### config.mk
export PLATFORM = sky130hd
export DESIGN_NAME = mod_up_down_counter
export DESIGN_NICKNAME = d
export VERILOG_FILES = /design/src/rtl/updown_pkg.sv /design/src/rtl/mod_up_down_counter.sv
export SDC_FILE = /design/constraint.sdc
export NUM_CORES = 1
export LEC_CHECK = 0
export CORE_AREA = 2 2 39 41
export DETAILED_ROUTE_END_ITERATION = 12
export DIE_AREA = 0 0 41 43
export SYNTH_ARGS = -nofsm -noshare
export SYNTH_HDL_FRONTEND = slang
export SYNTH_SLANG_ARGS = --single-unit
### constraint.sdc
create_clock -name clk -period 1.6 [get_ports clk]
set_clock_uncertainty 0.15 [all_clocks]
set_input_delay 0.32 -clock clk [delete_from_list [all_inputs] [get_ports clk]]
set_output_delay 0.32 -clock clk [all_outputs]
set_load 0.005 [all_outputs]
### src/rtl/updown_pkg.sv
// -----------------------------------------------------------------------------
// updown_pkg
// Shared definitions for the parametrised up/down counter.
//   cnt_mode_e : boundary behaviour selector
//     CNT_WRAP (0) - roll over to the opposite end and pulse wrap
//     CNT_SAT  (1) - hold at the end value, never pulse wrap
// -----------------------------------------------------------------------------
package updown_pkg;

    typedef enum logic {
        CNT_WRAP = 1'b0,
        CNT_SAT  = 1'b1
    } cnt_mode_e;

endpackage : updown_pkg

### src/rtl/mod_up_down_counter.sv
// -----------------------------------------------------------------------------
// mod_up_down_counter
// General-purpose up/down counter with a configurable width and terminal value,
// wrap or saturate boundary mode, count enable, synchronous load and boundary
// flags. Used for timers, address generators and occupancy tracking.
//
// Parameters
//   WIDTH    counter width in bits (1..32)
//   MAX_VAL  terminal (highest) count value (1..2**WIDTH-1)
//   MODE     CNT_WRAP or CNT_SAT
//
// Ports
//   clk       in   rising-edge clock
//   reset     in   asynchronous active-low reset
//   en        in   count enable, one step per clock while high
//   up_down   in   direction, 1 = up, 0 = down
//   load      in   synchronous load strobe (takes priority over en)
//   load_val  in   value to load, clamped to MAX_VAL
//   out       out  current count (registered)
//   at_max    out  out == MAX_VAL, decoded from the register
//   at_min    out  out == 0, decoded from the register
//   wrap      out  registered one-cycle pulse when the count rolls over
// -----------------------------------------------------------------------------
module mod_up_down_counter
    import updown_pkg::*;
#(
    parameter int unsigned     WIDTH   = 4,
    parameter longint unsigned MAX_VAL = (64'd1 << WIDTH) - 64'd1,
    parameter cnt_mode_e       MODE    = CNT_WRAP
) (
    input  logic             clk,
    input  logic             reset,
    input  logic             en,
    input  logic             up_down,
    input  logic             load,
    input  logic [WIDTH-1:0] load_val,
    output logic [WIDTH-1:0] out,
    output logic             at_max,
    output logic             at_min,
    output logic             wrap
);

    // Illegal configurations stop elaboration.
    if (WIDTH < 32'd1 || WIDTH > 32'd32) begin : g_width_chk
        $error("mod_up_down_counter: WIDTH must be in 1..32");
    end

    if (MAX_VAL < 64'd1 || MAX_VAL > ((64'd1 << WIDTH) - 64'd1)) begin : g_max_chk
        $error("mod_up_down_counter: MAX_VAL must be in 1..2**WIDTH-1");
    end

    localparam logic [WIDTH-1:0] MAX_V = WIDTH'(MAX_VAL);
    localparam logic [WIDTH-1:0] ZERO  = '0;
    localparam logic [WIDTH-1:0] ONE   = WIDTH'(1);

    logic [WIDTH-1:0] out_q;
    logic [WIDTH-1:0] out_d;
    logic             wrap_q;
    logic             wrap_d;

    // Next-value mux and clamp. Every branch yields a value in 0..MAX_VAL, so
    // the register can never hold an out-of-range count.
    always_comb begin
        out_d  = out_q;
        wrap_d = 1'b0;
        if (load) begin
            // >= rather than > keeps the compare non-constant when MAX_VAL is
            // the all-ones value; the result is identical.
            out_d = (load_val >= MAX_V) ? MAX_V : load_val;
        end else if (en) begin
            if (up_down) begin
                if (out_q == MAX_V) begin
                    if (MODE == CNT_WRAP) begin
                        out_d  = ZERO;
                        wrap_d = 1'b1;
                    end
                end else begin
                    out_d = out_q + ONE;
                end
            end else begin
                if (out_q == ZERO) begin
                    if (MODE == CNT_WRAP) begin
                        out_d  = MAX_V;
                        wrap_d = 1'b1;
                    end
                end else begin
                    out_d = out_q - ONE;
                end
            end
        end
    end

    always_ff @(posedge clk or negedge reset) begin
        if (!reset) begin
            out_q  <= ZERO;
            wrap_q <= 1'b0;
        end else begin
            out_q  <= out_d;
            wrap_q <= wrap_d;
        end
    end

    // Flags depend only on the register, so no input reaches them combinationally.
    assign out    = out_q;
    assign wrap   = wrap_q;
    assign at_max = (out_q == MAX_V);
    assign at_min = (out_q == ZERO);

endmodule : mod_up_down_counter

# Word-level counts from Yosys, hierarchy flattened

Index checks and enable logic that the tools add are counted.

Reduce and logical (&&, ||, !) cells: 2
Multiplexer cells: 11
Eq/ne operators: 1
$add $sub $neg: 2
Magnitude comparators: 1

Operator list:

| cell                                                               | number |
|---|---|
| 4-bit two-way mux                                                  | 6 |
| 1-bit two-way mux                                                  | 5 |
| 4-bit by 1-bit adder with 4-bit output, second input constant      | 1 |
| 4-bit equality test, second input constant                         | 1 |
| 4-bit >= comparator, second input constant                         | 1 |
| 4-bit logical NOT                                                  | 1 |
| 4-bit by 1-bit subtractor with 4-bit output, second input constant | 1 |
| 2-bit nonzero test                                                 | 1 |

Output and inout port bits: 7
Logic and storage cells: 19
Flip-flop bits (word level): 5
Input bits: 9

# Logic depth before layout (Yosys ltp)

Depth in word-level cells: 5
Gate-level depth with buffers: 6
Depth with buffers taken out: 6

# Least setup slack after synthesis

Ideal clock, no wire load.

Path kind: register to register
Start point: register out_q[0] (netlist: out[0])
End point: register out_q[2] (netlist: out[2])
Slack: -0.016 ns
Data required time: 1.325 ns
Stages on the path, launching flop included: 7
Data arrival time: 1.341 ns
Period minus slack after synthesis: 1.616 ns
Path through: dfrtp_1 > inv_1 > ha_1 > mux2_4 > nand2_2 > xnor2_1 > mux2_2

Word-level cells in the longest chain between the ends: 5
Elaborated cells between the ends (all ways): 9

Ends and longest elaborated chain:

| item                                                                      | RTL line                                             | RTL |
|---|---|---|
| from (decl)                                                               | mod_up_down_counter.sv:56                            | `logic [WIDTH-1:0] out_q;` |
| from (signal assigned)                                                    | mod_up_down_counter.sv:98                            | `out_q <= out_d;` |
| 4-bit by 1-bit subtractor with 4-bit output, or another cell as far along | mod_up_down_counter.sv:87                            | `out_d = out_q - ONE;` |
| 4-bit two-way mux (on tied branches)                                      | mod_up_down_counter.sv:81, mod_up_down_counter.sv:72 |  |
| 4-bit two-way mux *                                                       | mod_up_down_counter.sv:71                            | `if (up_down) begin` |
| 4-bit two-way mux *                                                       | mod_up_down_counter.sv:70                            | `end else if (en) begin` |
| 4-bit two-way mux *                                                       | mod_up_down_counter.sv:66                            | `if (load) begin` |

Mark *: on every way between the ends. The rest lies on a longest branch, timed or not. The select of a mux whose other input is x is not followed.
A chain may end at the register's enable or synchronous reset.

# Worst setup path in the final report

Ends and elaborated chain as after synthesis.

==> results.ini <==
[synthesis]
synth.largest_area_cell = dfrtp_1
syn_inst = 38
synthTopCellsByArea = dfrtp_1 35%, xnor2_1 7.4%, ha_1 7.0%
synth_seq_cells = 5
syn_avg_cell_area_um2 = 9.35
syn_nets = 49
yosysSeqAreaShare_pct = 35.2
netlist.area_leader.share_pct = 35.2
yosysWarnings = 0
syn_area_um2 = 355
synth_cell_type_count = 20

[clock_network]
cts_buffers = 3
clock_sinks = 5
cts_tree = built
clk_latency_ns = 0.24
clockBufferDepth = 2
h-tree-depth = 1
cts-root-buf = clkbuf_4
clk_pin_slew_ns = 0.04
cts_hold_buf = 0

[sta]
finalHoldViolCount = 0
max_freq_mhz = 584
rsz0062_at_grt = true
period_share_pct = 107
slew_violations = 0
relSlewSlack_pct = 82.3
hold_ws_ns = 0.152
setup_violations = 3
fin_crit_ns = 1.71
tns_ns = -0.279
fin_ws_ns = -0.113
worst_pin_slew_ns = 0.265

[worst_setup_path]
worst-path-max-fanout = 2
cp-start-kind = flop
required_ns = 1.58
worstPathArrival_ns = 1.69
critPathCaptureType = flop
crit_type = reg2reg

[run_status]
violations = negative setup slack
status = finished, violations left

[route]
vias = 423
post_drt_wl_per_cell_um = 14.5
first_pass_iters = 2
drt_iter0_drc = 2
wl_um = 1300
detail-route-antenna-nets = 0
avgViaCountPerCell = 4.70
drt_drc_violations_left = 0

[pwr]
switching_share_pct = 32.9
p_sw_mw = 0.214
power.leakage_nw = 0.364
p_int_mw = 0.437
p_seq_share_pct = 23.7
ir_worst_vdd_mv = 0.528
cellPowerDensity_mw_per_mm2 = 824
pwr-share-comb_pct = 53.8
clkPwrFrac_pct = 22.6

[global_route]
grt_pass1_vias = 444
gr-usage-all-layers_pct = 17.6
antenna_found_initial = 0
grt_max_degree = 6
grt_first_pass_wirelength_um = 1980
overflow = 0

[die]
rows = 14
core_area_mm2 = 0.00138
io_pins = 16
fp.dieW_um = 41
die_area_mm2 = 0.00176
die_height_um = 43
initial_core_util_pct = 25.7

[place]
dp_hpwl_um = 767
dp_cells = 79
io_buffers = 15
gp_congestion = 0.734
place_ws_ns = -0.233

[final_layout]
drive_gt1_share_pct = 51.4
layout.nets = 86
syn_to_final_growth_pct = 123
antennaDiodeCount = 0
instances_no_fill = 90
fillers = 115

[hold_path]
hold_class = in2async

[job]
drv_cap = 0

## layout make-up
type                       instances  area, um^2  share of cell area, %
clock buffer                       4        26.3                   3.32
inverter                           3        13.8                   1.74
multi-input combinational         29         314                   39.7
sequential                         5         125                   15.8
tap                               16        20.0                   2.53
timing repair buffer              33         292                   36.9
## path summary, 6_finish.rpt
path / start / to / slack [ns] / cells past startpoint
worst min-delay path: reset / wrap / 0.15 / 1
min in group clk: load_val[0] / out[0] / 0.49 / 3
worst max register to register: out[0] / out[2] / -0.11 / 8
worst min register to register: out[2] / wrap / 0.62 / 4
worst max-delay path: out[0] / out[2] / -0.11 / 8
max in group asynchronous: reset / out[2] / 0.96 / 1
## per-stage QoR
step | util [%] | power (mW) | cell area (um^2)
2_1_floorplan | - | 0.255 | 355
3_3_place_gp | 43.6 | 0.389 | 603
3_5_place_dp | 43.6 | 0.388 | 603
4_1_cts | 53.6 | 0.607 | 742
5_1_grt | 57.1 | 0.691 | 791
6_report | 57.1 | 0.652 | 791
## cell usage in the layout (no fill, tap or decap), types with 2 or more instances in the layout
master           instances
ha_4                     2
dfrtp_1                  5
xnor2_1                  2
buf_4                   13
clkbuf_4                 3
buf_6                    6
dlygate4sd2_1            3
clkdlybuf4s50_1          9
nand2_1                  2
o21ai_0                  3
nor2_1                   2
mux2i_1                  2
inv_1                    2
## layer usage
layer  routed length, um  track usage (%)  vias up
li1                    -                -      208
met1                 542             21.5      194
met2                 659             25.3       13
met3                  52             6.81        8
met4                  46             10.0        0
met5                   0                0        -
## critical path, stage by stage, from the launching register on
cell	delay [ns]
dfrtp_1	0.37
buf_6	0.11
inv_4	0.03
ha_4	0.14
buf_4	0.12
mux2_4	0.28
nand2_4	0.08
xnor2_2	0.06
mux2_2	0.25
## power groups by stage
stage	Sequential (mW)	Clock, mW	Combinational [mW]
finish	0.154	0.147	0.350
global route	0.155	0.159	0.377
CTS	0.153	0.153	0.301
detailed placement	0.155	0	0.233
global placement	0.154	0	0.234
floorplan	0.167	0	0.0884
## synthesized netlist by cell type
cell type,instances
dfrtp_1,5
o21ai_0,4
inv_1,3
xnor2_1,3
a21oi_1,2
ha_1,2
mux2i_1,2
nand2_1,2
nand2b_1,2
nor2_1,2
nor3b_1,2
a31oi_1,1
and3_1,1
clkbuf_2,1
mux2_2,1
mux2_4,1
nand2_2,1
nand4_1,1
o311a_2,1
o31ai_1,1
## state kept, by name, indices dropped and copies added (netlist names)
signal / count
wrap: 1
out: 4
## cell families after synthesis
group / Yosys count / share of synthesized area, %
AND/OR/NAND/NOR: 11 / 17.3
AO/OA/AOI/OAI: 9 / 15.5
flip-flops: 5 / 35.2
buffers and inverters: 4 / 4.58
multiplexers: 4 / 13.0
XOR/XNOR: 3 / 7.40
adder cells (fa/ha/maj): 2 / 7.04
## repair_timing
item,in CTS,in global routing
pin swaps,1,4
resized for setup,28,10
endpoints found under the setup margin,8,4
setup buffers,7,1
Power figures use the tool's default switching activity.
